--- src/rtl/cmp_pkg.sv ---
// cmp_pkg: shared types and helpers for serial_universal_comparator
package cmp_pkg;
    typedef enum logic [1:0] {IDLE, BUSY, DONE} state_t;
    typedef enum logic [2:0] {
        RES_NONE = 3'b000,
        RES_GT   = 3'b100,
        RES_EQ   = 3'b010,
        RES_LT   = 3'b001
    } result_t;
    function automatic int slice_count(input int width, input int digit);
        return width / digit;
    endfunction
endpackage

--- src/rtl/slice_compare.sv ---
// slice_compare: DIGIT-bit unsigned magnitude compare of one operand slice
module slice_compare #(
    parameter int DIGIT = 2
) (
    input  logic [DIGIT-1:0] i_a,
    input  logic [DIGIT-1:0] i_b,
    output logic             o_gt,
    output logic             o_lt
);
    assign o_gt = i_a > i_b;
    assign o_lt = i_a < i_b;
endmodule

--- src/rtl/serial_universal_comparator.sv ---
// serial_universal_comparator: MSB-first slice-serial signed/unsigned compare with valid/ready.
// Define CMP_EARLY_EXIT_EN to stop scanning at the first differing slice.
module serial_universal_comparator
    import cmp_pkg::*;
#(
    parameter  int WIDTH = 6,
    parameter  int DIGIT = 2,
    localparam int N     = slice_count(WIDTH, DIGIT),
    localparam int CW    = $clog2(N + 1)
) (
    input  logic             CLK,
    input  logic             CLR,
    input  logic             in_valid,
    output logic             in_ready,
    input  logic [WIDTH-1:0] A,
    input  logic [WIDTH-1:0] B,
    input  logic             signed_flag,
    output logic             out_valid,
    input  logic             out_ready,
    output logic             greater,
    output logic             equal,
    output logic             smaller,
    output logic [CW-1:0]    cycles
);
    localparam int IW = (N > 1) ? $clog2(N) : 1;

    state_t           r_state;
    result_t          r_res;
    logic [WIDTH-1:0] r_a;
    logic [WIDTH-1:0] r_b;
    logic [IW-1:0]    r_idx;
    logic [CW-1:0]    r_cnt;
    logic [DIGIT-1:0] w_sa [N];
    logic [DIGIT-1:0] w_sb [N];
    logic             w_gt;
    logic             w_lt;
    logic             w_last;

    for (genvar g = 0; g < N; g++) begin : g_slice
        assign w_sa[g] = r_a[g*DIGIT +: DIGIT];
        assign w_sb[g] = r_b[g*DIGIT +: DIGIT];
    end

    slice_compare #(.DIGIT(DIGIT)) u_slice (
        .i_a  (w_sa[r_idx]),
        .i_b  (w_sb[r_idx]),
        .o_gt (w_gt),
        .o_lt (w_lt)
    );

    assign w_last    = r_idx == '0;
    assign in_ready  = r_state == IDLE;
    assign out_valid = r_state == DONE;
    assign {greater, equal, smaller} = out_valid ? r_res : RES_NONE;
    assign cycles    = out_valid ? r_cnt : '0;

    always_ff @(posedge CLK or negedge CLR) begin
        if (!CLR) begin
            r_state <= IDLE;
            r_res   <= RES_NONE;
            r_a     <= '0;
            r_b     <= '0;
            r_idx   <= '0;
            r_cnt   <= '0;
        end else begin
            case (r_state)
                IDLE: if (in_valid) begin
                    // flipping both sign bits maps two's-complement order onto unsigned order
                    r_a     <= {A[WIDTH-1] ^ signed_flag, A[WIDTH-2:0]};
                    r_b     <= {B[WIDTH-1] ^ signed_flag, B[WIDTH-2:0]};
                    r_idx   <= IW'(N - 1);
                    r_cnt   <= '0;
                    r_res   <= RES_EQ;
                    r_state <= BUSY;
                end
                BUSY: begin
                    r_cnt <= r_cnt + CW'(1);
`ifdef CMP_EARLY_EXIT_EN
                    if (w_gt || w_lt)
                        r_res <= w_gt ? RES_GT : RES_LT;
                    if (w_gt || w_lt || w_last)
                        r_state <= DONE;
                    else
                        r_idx <= r_idx - IW'(1);
`else
                    if ((w_gt || w_lt) && r_res == RES_EQ)
                        r_res <= w_gt ? RES_GT : RES_LT;
                    if (w_last)
                        r_state <= DONE;
                    else
                        r_idx <= r_idx - IW'(1);
`endif
                end
                DONE: if (out_ready) r_state <= IDLE;
                default: r_state <= IDLE;
            endcase
        end
    end
endmodule

--- config.mk ---
export PLATFORM = sky130hd
export DESIGN_NAME = serial_universal_comparator
export DESIGN_NICKNAME = d
export VERILOG_FILES = /design/src/rtl/cmp_pkg.sv /design/src/rtl/slice_compare.sv /design/src/rtl/serial_universal_comparator.sv
export SDC_FILE = /design/constraint.sdc
export NUM_CORES = 1
export LEC_CHECK = 0
export CAP_MARGIN = 20
export CORE_MARGIN = 2
export CORE_UTILIZATION = 46
export DETAILED_ROUTE_END_ITERATION = 16
export GPL_TIMING_DRIVEN = 0
export PLACE_DENSITY = 0.72
export SLEW_MARGIN = 20
export SYNTH_ARGS = -nofsm -noshare
export SYNTH_HDL_FRONTEND = slang
export SYNTH_SLANG_ARGS = --single-unit
--- constraint.sdc ---
create_clock -name CLK -period 2.4 [get_ports CLK]
set_input_delay 0.48 -clock CLK [delete_from_list [all_inputs] [get_ports CLK]]
set_output_delay 0.48 -clock CLK [all_outputs]
set_load 0.05 [all_outputs]
==> run summary, run 1 <==
The fraction of final layout cells sized beyond drive strength 1 was 0.2295; the routed wire length per instance was 13.48 um. The final weighted congestion in routability-driven placement is 0.7700, and the number of buffers on the longest clock path is 2. In this run the power density over the cells is 1362 mW/mm2. At the worst endpoint, the required time is 1920 ps. The number of maximum-capacitance constraint violations came out at 0.

The tools report the final cell utilization of the core as 0.6115. The highest-utilization routing layer at the global route stage is met2. The floorplan has 17 rows.

The quantity of I/O buffers inserted on ports was 23; the leakage dissipation was 0.6317 nW. The count of nets left with antenna violations once routing finished came out at 0. The area fraction of the dominant cell type after synthesis works out to 0.4719. Count of buffer and inverter cells on the critical path: 2. For the number of buffers inserted to repair setup after CTS, the log shows 0. The number of nets in the synthesized netlist was 115. The total wire length after detailed routing is 2022 um. The kind of end point of the critical path is an output port. Global routing finished with a remaining overflow of 0. TritonCTS built the clock tree.

The maximum frequency from static timing analysis is 0.4369 GHz, and the starting density of the core is 0.4939. The global-route wire length before repair was 3505 um. After synthesis the netlist holds a flip-flop and latch count of 21. After synthesis the cells add up to 0.001114 mm2. For the antenna cell count, the log shows 0. Once detailed placement completed, the half-perimeter wirelength came to 1574 um. The critical path data arrival time was 1810 ps. For the part of the power in registers, the log shows 0.343. Distinct cell type count after synthesis: 27. Measured along the x axis, the die boundary spans 53.20 um.

Overall via count from detail_route: 781. The hold buffer count at cts came out at 0. The iteration count of the initial detailed-routing pass is 6. The worst hold path belongs to the class reg2reg. Detailed-route vias per instance: 5.207.

The global routing met1 resource utilization was 0.2108; the post-route fraction of the period consumed by the critical path was 0.9537. The CTS buffer count was 3. Area growth from synthesis to layout: 23.82%. For the worst-skew pair, the clock arrives at the later sink with an insertion delay of 300 ps. In the routed design, unresolved DRC markers number 0. The cell family contributing the most delay on the critical path is buffers and inverters. The kind of start point of the critical path was a flop. Number of nets in the final layout: 143. After floorplanning, the core was sized to cover 0.002255 mm2.

For this block, the initial DRC count from the detailed router was 11. The fraction of power spent switching nets was 0.3965. For the final routed database, the setup TNS stands at 0 ps. The final-report max-slew violation count is 0, and the switching component of the power is 0.0007444 W. Clock period minus final worst setup slack: 2289 ps.

Counting every sink on the clock net gives 21. The tools report the met2 track demand over resource as 0.2984. The number of levels the H-tree was split into came out at 1. The maximum single-stage delay on the critical path is 830 ps. By area the synthesized netlist is led by sky130_fd_sc_hd__dfrtp_1 47%, sky130_fd_sc_hd__mux2_4 6.7%, sky130_fd_sc_hd__mux2_2 6.1%. Cell at the root of the clock tree: sky130_fd_sc_hd__clkbuf_4. Setup repair after global routing left no endpoint under its margin.

The tools report the total number of yosys warnings as 0. The worst setup path is of the reg2out kind. For the cell-internal power, the log shows 0.001133 W. The routing usage on met3 is 0.03390.

Actual slew at the worst max-slew pin: 919.3 ps. Clock-pin slew was measured on the worst setup and hold paths at 120 ps. Walking the worst path, the cells encountered are buf_2, nor2_1, clkdlybuf4s50_1.

Via count of the first global-routing pass: 811. The run finished with clean final reports. The run gives 0.6358 mV as the largest vdd supply drop. Measured along the y axis, the die boundary spans 53.20 um.

The run gives 0.089 as the clock share of power. The tools report the share of power burned in combinational logic as 0.568. For this design, the slowest cell found on the critical path is sky130_fd_sc_hd__clkdlybuf4s50_1.

For the count of non-filler cells in the finished layout, the log shows 150. The library cell occupying the most area in the post-synthesis netlist is sky130_fd_sc_hd__dfrtp_1. A synthesized cell averages 11.72 um2. Setup violations remaining at the end of the flow were counted as 0. The relative slew slack was 0.3852; the number of antenna violations at the first check in global routing was 0. In this run, placement finished with an instance count of 146.

Entering global routing, the biggest net connects 22 pins. The logs give 0 for the number of failing hold endpoints at the final stage and 7.427 ps for the worst clock skew on the final layout. In this run the count of I/O pins placed on the die edge is 24. Of all nets on the critical path, the largest fanout is 8. The global router's overall resource usage came out at 0.1741.

The proportion of synthesized chip area in sequential cells is 0.4719. The floorplan step defined a die boundary enclosing 0.002830 mm2. Synthesis produced a netlist whose cell count is 95.
-- flip-flops by register name, indices dropped and copies added, names as in the netlist --
signal	count
r_b	6
r_state	2
r_a	6
r_cnt	2
r_res	3
r_idx	2
-- power by group through the flow --
| stage | registers, W | logic, W | clock network, W |
|---|---|---|---|
| 5_1_grt | 0.000664 | 0.00119 | 0.000191 |
| 3_5_place_dp | 0.000651 | 0.00109 | 0 |
| 2_1_floorplan | 0.000618 | 0.000863 | 0 |
| 6_report | 0.000644 | 0.00107 | 0.000168 |
| 3_3_place_gp | 0.000645 | 0.00105 | 0 |
| 4_1_cts | 0.000643 | 0.00108 | 0.000170 |
-- path summary, 6_finish.rpt --
| path | from | to | slack (ps) | cells past startpoint |
|---|---|---|---|---|
| min in group asynchronous | CLR | r_a[4] | 680 | 1 |
| max in group asynchronous | CLR | r_b[1] | 1150 | 1 |
| hold / removal | r_a[0] | r_a[0] | 520 | 1 |
| setup / recovery | r_state[1] | in_ready | 110 | 3 |
| hold reg to reg | r_a[0] | r_a[0] | 520 | 1 |
| setup reg to reg | r_idx[1] | r_res[2] | 620 | 7 |
-- synthesized netlist by cell type (all sizes together) --
cell    instances
inv             5
a22oi           1
nand2b          2
nor4b           1
mux2i           6
xnor2           2
o21ai           3
o21bai          2
ha              3
a22o            4
buf             4
a32o            1
nor3b           1
and2            5
nand2           5
a21o            1
dfrtp          21
nor2b           2
a21oi           6
o22ai           1
mux2           11
nor2            8
-- worst register-to-register path, delay by kind of cell, from the launching register on --
family	cells	cell delay (ps)
buf+inv	1	170
compound gates	3	510
fa+ha+maj	1	280
simple gates	2	340
flops	1	370
-- metal layers --
layer,vias to the layer above,share of wire
met4,0,0.011
met5,-,0
met2,13,0.49
li1,384,-
met1,380,0.46
met3,4,0.038
-- layout make-up --
type | instances | area, um2
Multi-Input combinational cell | 65 | 533.0
Timing Repair Buffer | 23 | 203.9
Buffer | 4 | 36.28
Clock buffer | 4 | 26.28
Sequential cell | 21 | 525.5
Fill cell | 192 | 875.8
Inverter | 5 | 18.77
Tap cell | 28 | 35.03
-- per-stage QoR --
stage	total power, W	area [um2]	hold slack [ps]	worst slack [ps]
2_1_floorplan	0.001481	1114	184.4	39.95
3_3_place_gp	0.001690	1379	492.8	116.9
3_5_place_dp	0.001739	1379	498.7	94.20
4_1_cts	0.001892	1398	525.0	35.83
5_1_grt	0.002041	1379	534.9	10.06
6_report	0.001877	1379	522.7	111.2
-- timing repair --
action,4_1_cts,5_1_grt
endpoints found under the setup margin,6,5
gates resized for setup,6,10
hold endpoints to repair,0,0
-- cells by family after synthesis --
| logic type | share of synthesized area |
|---|---|
| AND/OR/NAND/NOR | 0.1315 |
| flip-flops | 0.4719 |
| AO/OA/AOI/OAI | 0.1157 |
| multiplexers | 0.1820 |
| buffers and inverters | 0.04944 |
| adder cells (fa/ha/maj) | 0.03371 |
| XOR/XNOR | 0.01573 |
-- layout by cell type, fill, tap and decap left out, types with 3 or more instances in the layout --
cell / n
sky130_fd_sc_hd__mux2_4: 5
sky130_fd_sc_hd__mux2_2: 6
sky130_fd_sc_hd__and2_1: 5
sky130_fd_sc_hd__mux2i_1: 6
sky130_fd_sc_hd__nand2_1: 5
sky130_fd_sc_hd__ha_1: 3
sky130_fd_sc_hd__a21oi_1: 6
sky130_fd_sc_hd__dfrtp_1: 21
sky130_fd_sc_hd__nor2_1: 8
sky130_fd_sc_hd__clkbuf_2: 5
sky130_fd_sc_hd__clkbuf_4: 3
sky130_fd_sc_hd__inv_1: 5
sky130_fd_sc_hd__clkdlybuf4s50_1: 17
sky130_fd_sc_hd__o21ai_0: 3
No activity file was read; power rests on OpenSTA's default activity.
==> run 2, diff against run 1 <==
- CORE_UTILIZATION: 46 -> 35
- PLACE_DENSITY: 0.72 -> 0.58
==> run summary, run 2 (same netlist as run 1, synthesis figures left out) <==
The relative slew slack came out at 0.3838. The tools report the reg-to-reg startpoint as r_idx[1]. Area growth from synthesis to layout: 25.62%. Leakage dissipation: 0.6317 nW.

0 antenna diodes ended up in the layout. The die covers 0.003649 mm2. The summed area of non-filler cells in the final layout came out at 0.001399 mm2. Traced cell by cell, the critical path runs through buf_2, nor2_1, clkdlybuf4s50_1. The HPWL after detailed placement is 1479 um.

TritonCTS built the clock tree. For this block, the initial DRC count from the detailed router was 7. The via count of the first global-routing pass is 812, and the placement row count is 20. The clock period minus final worst setup slack works out to 2279 ps.

The highest net fanout along the worst path is 8, and the worst setup slack for register-to-register paths is 680 ps. After the flow finishes, the layout carries non-filler instances totaling 166. The kind of path behind the tightest hold check was reg2reg. The worst hold path cell count was 1; the post-place setup slack was 107.6 ps.

For the data required time at the worst endpoint, the log shows 1920 ps. The DRC violations left was 0. The logs give 0.1229 for the global router's overall resource usage and 1800 ps for the critical path data arrival time.

The final weighted congestion in routability-driven placement is 0.6897, and the placeable core area is 0.003028 mm2. The final route contains 747 vias. The number of levels the H-tree was split into is 1. The number of antenna violations at the first check in global routing was 0. The tools report the kind of start point of the critical path as a flop.

The largest registers in the layout are r_a x6, r_b x6, r_res x3. In the layout the commonest cells are 21 x sky130_fd_sc_hd__dfrtp_1, 17 x sky130_fd_sc_hd__clkdlybuf4s50_1, 8 x sky130_fd_sc_hd__nor2_1. In the final routing, the length of wire on met1 measures 880 um. The placed instances occupy a cell area of 0.001399 mm2.

In this run the vertical extent of the chip is 60.41 um. The logs give 0 for the number of buffers inserted to repair setup after CTS and 121.0 ps for the post-route worst setup slack. The tools report the final-report max-slew violation count as 0.

For hold timing, the worst endpoint is r_a[4]. The clock net in this run drives a total of 21 sinks. The number of failing hold endpoints at the final stage was 0.

The routed length on met3 was 97 um; the fraction of final layout cells sized beyond drive strength 1 was 0.2295. The launch point of the worst hold path was r_a[4]. Setup violations remaining at the end of the flow were counted as 0. Summed over all layers, the global routing overflow is 0. In this run the horizontal extent of the chip is 60.41 um. The flow ran to the end, and the final reports show no timing, DRC or antenna violations. Setup repair after global routing left no endpoint under its margin.

The maximum frequency from static timing analysis was 0.4388 GHz. In the final routed layout, each cell accounts on average for 11.36 um. The hold buffer count at cts was 0; the later-pin clock latency in the skew report was 290 ps. After layout, the design draws a total of 0.001849 W. The length in cells of the worst reg-to-reg path is 7, and the number of maximum-capacitance constraint violations is 0. After filler insertion, the fill cell instance count of the layout stands at 292. The kind of end point of the critical path is an output port. The maximum number of pins on one net before global-route repair is 22, and the post-route fraction of the period consumed by the critical path is 0.9496.

After the last flow step, the layout net total stands at 143. No sink is reached through more buffers than the 2 on the longest clock path. Clock-pin slew was measured on the worst setup and hold paths at 110 ps. For this design the top-level I/O count stands at 24.

The cell at the root of the clock tree was sky130_fd_sc_hd__clkbuf_4. The first global-routing pass estimated 3381 um of wire. VDD sags by at most 0.4303 mV. After detailed routing, the total wire length is 1885 um.

Most frequent standard cell in the layout excluding fill and tap cells: sky130_fd_sc_hd__dfrtp_1. Worst-path cell with the longest stage delay: sky130_fd_sc_hd__clkdlybuf4s50_1. The quantity of I/O buffers inserted on ports works out to 23.

At the pin with the least slew margin, the transition time is 921.4 ps. The run gives 3 as the CTS buffer count. The first detailed-routing pass took 2 iterations. The maximum single-stage delay on the critical path works out to 820 ps. In this run the critical register-to-register path is captured at r_res[2]. After detailed routing, the met2 layer carries 907 um of wire. After detailed placement, the design holds a cell count of 162. Power density of the placed cells: 1322 mW/mm2. The highest routed metal layer was met3. The run gives 0.3678 as the starting density of the core. The worst clock skew on the final layout is 4.876 ps. The total negative slack came out at 0 ps.

The category of the most critical setup path was reg2out. The count of nets left with antenna violations once routing finished came out at 0. In the routed layout, each cell is associated on average with a via count of 4.500.
[run 2: timing repair]
action / in CTS / in global routing
endpoints found under the setup margin: 6 / 5
gates cloned: 0 / 0
resized for setup: 6 / 10
[run 2: how the worst max path moves through the flow]
stage / start / to / slack, ps / cells past startpoint
after floorplan: r_state[1] / cycles[0] / 40 / 3
after global placement: r_state[1] / greater / 130 / 4
after detailed placement: r_state[1] / greater / 110 / 4
after CTS: r_state[1] / greater / 40 / 4
after global routing: r_state[1] / in_ready / 50 / 3
final: r_state[1] / in_ready / 120 / 3
[run 2: final cells by class]
type,count,area [um2],share of cell area
clock buffer,4,26.28,0.01878
multi-input combinational,65,533.0,0.3810
tap,44,55.05,0.03936
timing repair buffer,23,203.9,0.1458
inverter,5,18.77,0.01342
sequential,21,525.5,0.3757
buffer,4,36.28,0.02594
[run 2: worst max-delay path, delay by kind of cell (launching register included)]
kind / cells / cell delay (ps)
simple gates: 1 / 140
flops: 1 / 380
buf+inv: 2 / 990
[run 2: per-layer routing]
metal	global-route usage	vias up
met3	0.02132	0
met1	0.1461	344
met2	0.2220	17
met5	0	-
li1	-	386
met4	0.04444	0
[run 2: where the power goes]
| part | total, W | internal [W] | switching, W |
|---|---|---|---|
| clock network | 0.000167 | 0.0000646 | 0.000102 |
| logic | 0.00104 | 0.000534 | 0.000507 |
| registers | 0.000641 | 0.000532 | 0.000108 |
[run 2: stage by stage]
| step | util | hold slack (ps) |
|---|---|---|
| global route | 0.4620 | 549.1 |
| floorplan | - | 184.4 |
| global placement | 0.4620 | 494.5 |
| CTS | 0.4682 | 526.8 |
| finish | 0.4620 | 522.7 |
| detailed placement | 0.4620 | 494.6 |
==> run 3, diff against run 2 <==
- CAP_MARGIN: 20 -> 10
- SETUP_SLACK_MARGIN: default -> 0.15
==> run summary, run 3 (same netlist as run 1, synthesis figures left out) <==
The run finished with clean final reports. The worst setup path is captured at an output port. The starting density of the core came out at 0.3678. The power consumption is 0.001857 W. The kind of path behind the tightest hold check was reg2reg. The top cell types in the final layout, fill and taps aside, are 21 x sky130_fd_sc_hd__dfrtp_1, 16 x sky130_fd_sc_hd__clkdlybuf4s50_1, 8 x sky130_fd_sc_hd__nor2_1. Including well taps, the total number of placed cells is 162. Using the TritonRoute via totals, the vias-per-cell ratio works out to 4.614. The total negative slack was 0 ps.

At the end of routability-driven placement, the weighted congestion stood at 0.7268. Summed over all nets, the half-perimeter wirelength after detailed placement is 1557 um. The final-report max-slew violation count is 0, and the number of antenna violations at the first check in global routing is 0. The number of buffers inserted to repair setup after CTS is 0, and the placement row count is 20. After clock tree synthesis, the clock-pin slew on the worst setup and hold paths is 120 ps. Total wire length after detailed routing: 1980 um. Along the worst path, the maximum fanout reaches 8. After global routing the overflow that remains totals 0. The cell at the root of the clock tree was sky130_fd_sc_hd__clkbuf_4. In this run the remaining antenna-violating nets after routing total 0.

The first global-routing pass estimated 3594 um of wire. The logs give 1 for the number of levels the H-tree was split into and 143 for the number of nets in the final layout. Power density of the placed cells: 1322 mW/mm2.

The run gives 13 as the detailed router's first-iteration violation count. For the pin with the worst max-slew slack, the measured transition is 922.6 ps. Setup repair after global routing could not meet its margin everywhere.

The data required time at the worst endpoint is 1920 ps. By startpoint and endpoint, the worst setup path is classified as reg2out. Dividing the detail-routed wire length by the instance count gives 11.93 um.

The smallest clock period supported by the final layout is computed as 2222 ps. Maximum frequency from static timing analysis: 0.4501 GHz. Fraction of final layout cells sized beyond drive strength 1: 0.2295. Counting the buffers created by CTS gives 3. The kind of start point of the critical path is a flop.

The post-route fraction of the period consumed by the critical path is 0.9258. Setup violations remaining at the end of the flow were counted as 0. The later pin in the worst-skew pair is clocked with a latency of 300 ps. The area growth from synthesis to layout was 26.18%.

The iteration count of the initial detailed-routing pass is 4. The library cell used most frequently in the layout, excluding fill and tap cells, is sky130_fd_sc_hd__dfrtp_1. The die covers 0.003649 mm2. The analysis attributes to cell leakage a power of 0.6342 nW.

The largest registers in the layout are r_a x6, r_b x6, r_res x3. Fill cells in the final layout number 300. The final cell utilization of the core is 0.4641, and the die outline width is 60.41 um. The worst-case IR drop observed on VDD is 0.5537 mV. The tools report the number of maximum-capacitance constraint violations as 0. The tools report the relative slew slack as 0.3830. In this run the standard cell core region covers 0.003028 mm2.

In this run the vertical extent of the chip is 60.41 um. Counting along the longest clock path gives a buffer depth of 2. Top-level port count: 24. TritonCTS built the clock tree. For the clock sink count, the log shows 21. The count of buffers added on input and output ports is 23.

For the number of failing hold endpoints at the final stage, the log shows 0. DRC violations left: 0. The global router's overall resource usage is 0.1316, and the count of non-filler cells in the finished layout is 166. The logs give 0 for the antenna cell count and 6.053 ps for the worst clock skew on the final layout. Via count of the first global-routing pass: 818.

Entering global routing, the biggest net connects 22 pins. At the worst endpoint, the arrival time is 1740 ps. Summing over every cut layer, the via total after detailed routing is 766.
-- run 3: per-stage QoR --
stage / hold slack (ps) / setup slack [ps] / instance area [um2]
4_1_cts: 527.1 / 121.1 / 1424
5_1_grt: 539.7 / 19.18 / 1405
2_1_floorplan: 184.4 / 364.9 / 1116
3_3_place_gp: 497.5 / 217.4 / 1401
6_report: 523.2 / 178.1 / 1405
3_5_place_dp: 499.1 / 194.3 / 1401
-- run 3: path summary, 6_finish.rpt --
path | from | endpoint | slack, ps | cells after the start
max | r_state[1] | smaller | 180 | 4
min | r_a[0] | r_a[0] | 520 | 1
max reg2reg | r_idx[1] | r_res[2] | 650 | 7
min reg2reg | r_a[0] | r_a[0] | 520 | 1
max in group asynchronous | CLR | r_a[1] | 1160 | 1
min in group asynchronous | CLR | r_state[1] | 680 | 1
-- run 3: cell type report --
type / instances / area, um2 / share of cell area
buffer: 4 / 36.28 / 0.02582
tap: 44 / 55.05 / 0.03918
multi-input combinational: 65 / 535.5 / 0.3811
clock buffer: 4 / 26.28 / 0.01870
sequential: 21 / 525.5 / 0.3740
inverter: 5 / 18.77 / 0.01336
timing repair buffer: 23 / 207.7 / 0.1478
-- run 3: per-layer routing --
metal | global-route usage | vias up | routed length, um | share of wire
met5 | 0 | - | 0 | 0
met4 | 0.04762 | 0 | 13 | 0.0066
met3 | 0.02132 | 2 | 124 | 0.063
met2 | 0.2329 | 24 | 962 | 0.49
met1 | 0.1613 | 356 | 879 | 0.44
li1 | - | 384 | - | -
-- run 3: worst max-delay path, cell delays in order (launching register included) --
cell	delay, ps
sky130_fd_sc_hd__dfrtp_1	340
sky130_fd_sc_hd__buf_2	190
sky130_fd_sc_hd__nor2b_2	270
sky130_fd_sc_hd__and2_1	160
sky130_fd_sc_hd__clkdlybuf4s15_1	490
-- run 3: where the power goes --
part | internal (W) | switching, W | total (W)
Combinational | 0.000529 | 0.000516 | 0.00105
Clock | 0.0000647 | 0.000106 | 0.000171
Sequential | 0.000532 | 0.000109 | 0.000642
-- run 3: timing repair --
item,in CTS,in global routing
gates cloned,0,0
endpoints found under the setup margin,7,6
hold buffers,0,0
resized for setup,11,5
pin swaps,0,0
==> RTL edit 1: new RTL, config.mk and constraints of run 2 <==
Set the parameter `WIDTH` to 12 (it was 6).
--- a/src/rtl/serial_universal_comparator.sv
+++ b/src/rtl/serial_universal_comparator.sv
@@ -4,5 +4,5 @@
     import cmp_pkg::*;
 #(
-    parameter  int WIDTH = 6,
+    parameter  int WIDTH = 12,
     parameter  int DIGIT = 2,
     localparam int N     = slice_count(WIDTH, DIGIT),
Ports: changed (resized A, B and cycles); port bits go from 24 to 37. The function was not compared with the original's and may differ.
==> RTL edit 1 against run 2 <==
  * Sequential cell count increased by 14
  * Power increased by 61%
  * Synthesized area increased by 62%
  * Cell count increased by 60%
  * Setup slack got worse by 7.7 ps
  * Final area increased by 68%
  * Combinational power increased by 44%
  * Routed wire length increased by 89%
  * Global-route usage increased by 2.2 points
  * Highest routed layer is now met4
==> RTL edit 1: results (changes against run 2) <==
DR WL/cell 13.5 um (was 11.4 um); Post-layout nets 228 (was 143); Fill cells 485 (was 292); r2r startpoint r_idx[0] (was r_idx[1]); H-tree depth 2 (was 1); initial drt markers 50 (was 7); pre-CTS setup slack 95.6 ps (was 108 ps); met2 Usage GRT 24.4% (was 22.2%); post-synthesis cell type count 31 (was 27); Placer Congestion 0.752 (was 0.690); Design Area, Final 2350 um2 (was 1400 um2); Main synth FF type dfrtp_1 (unchanged); clk slew on worst S/H paths 70 ps (was 110 ps); critical-path maximum fanout 10 (was 8); clk_skew 2.36 ps (was 4.88 ps); status finished clean (unchanged); switching part of the total 37.3% (was 38.8%); share of layout cells above drive strength 1 22.1% (was 23.0%); cells taking the most area after synthesis dfrtp_1 48%, mux2_2 14%, mux2i_1 8.3%, ha_1 3.5%, and2_1 2.1% (was dfrtp_1 47%, mux2_4 6.7%, mux2_2 6.1%, mux2i_1 5.4%, ha_1 3.4%); met1 usage 17.4% (was 14.6%); Detailed Place HPWL 2780 um (was 1480 um); Hold WC Path Type input pin to async pin (was flip-flop to flip-flop); register area share after synthesis 48.4% (was 47.2%); clock root buffer clkbuf_8 (was clkbuf_4); dpl cell area 2280 um2 (was 1400 um2); first-pass GRT wire length 6040 um (was 3380 um); Largest regs r_a x12, r_b x12 (was r_a x6, r_b x6, r_res x3); initial antenna violation count 0 (unchanged); CP startpoint r_state[0] (was r_state[1]); Max VDD drop 0.000451 V (was 0.000430 V); Tot GR Track Use 14.5% (was 12.3%); most common library cells after synthesis 35 x dfrtp_1, 23 x mux2_2, 15 x mux2i_1, 10 x nor2_1, 7 x inv_1 (was 21 x dfrtp_1, 8 x nor2_1, 6 x a21oi_1, 6 x mux2_2, 6 x mux2i_1); Vias/cell 4.71 (was 4.50); worst skew pair latency 280 ps; setup slack, reg-to-reg 470 ps (was 680 ps); post-placement cell count 257 (was 162); Mapped Nets 184 (was 115); # port buffers 36 (was 23); GR Util met3 4.23% (was 2.13%); CTS Buf Count 5 (was 3); drt pass-1 iters 4 (was 2); vias in the first global route 1,310 (was 812); Synth Area per Inst 12.1 um2 (was 11.7 um2); DR vias 1,247 (was 747); pin count of the biggest net entering global routing 21 (was 22)
[RTL edit 1: power by group through the flow]
stage / registers (mW) / clock network [mW] / logic [mW]
finish: 1.06 / 0.406 / 1.50
CTS: 1.07 / 0.421 / 1.53
global route: 1.10 / 0.444 / 1.69
global placement: 1.07 / 0 / 1.49
detailed placement: 1.08 / 0 / 1.53
floorplan: 1.03 / 0 / 1.20
[RTL edit 1: worst max-delay path, cell delays in order, from the launching register on]
cell and delay [ps]:
dfrtp_1 390, buf_4 170, and2b_1 290, and2_1 140, dlygate4sd2_1 520
[RTL edit 1: per-layer routing]
metal	share of wire, %	vias to the layer above
met5	0	-
met4	1.9	0
met3	4.7	7
met2	50	31
met1	43	598
li1	-	611
[RTL edit 1: worst min path at each step]
| stage | depth (start not counted) | slack (ps) | startpoint | end |
|---|---|---|---|---|
| finish | 1 | 120 | CLR | r_a[4] |
| global route | 1 | 150 | CLR | r_a[5] |
| global placement | 1 | 490 | r_b[2] | r_b[2] |
| CTS | 1 | 130 | CLR | r_a[5] |
| detailed placement | 1 | 440 | CLR | r_a[4] |
| floorplan | 0 | 180 | CLR | r_a[0] |
[RTL edit 1: area by class of cell]
type,count,share of cell area [%]
clock inverters,1,0.213
plain buffers,8,2.55
multi-input cells,100,36.0
repair buffers,37,16.0
clock buffers,7,3.24
inverters,7,1.12
flip-flops and latches,35,37.2
well taps,70,3.72
[RTL edit 1: timing repair]
item                       in CTS  in global routing
gates resized for setup         7                  6
buffers inserted                0                  0
setup endpoints to repair       7                  5
[RTL edit 1: kinds of logic after synthesis]
kind of cell	Yosys count	share of synthesized area, %
XOR/XNOR	2	0.969
flip-flops	35	48.4
multiplexers	38	22.6
adder cells (fa/ha/maj)	5	3.46
AND/OR/NAND/NOR	33	10.9
buffers and inverters	15	4.77
AO/OA/AOI/OAI	22	8.86
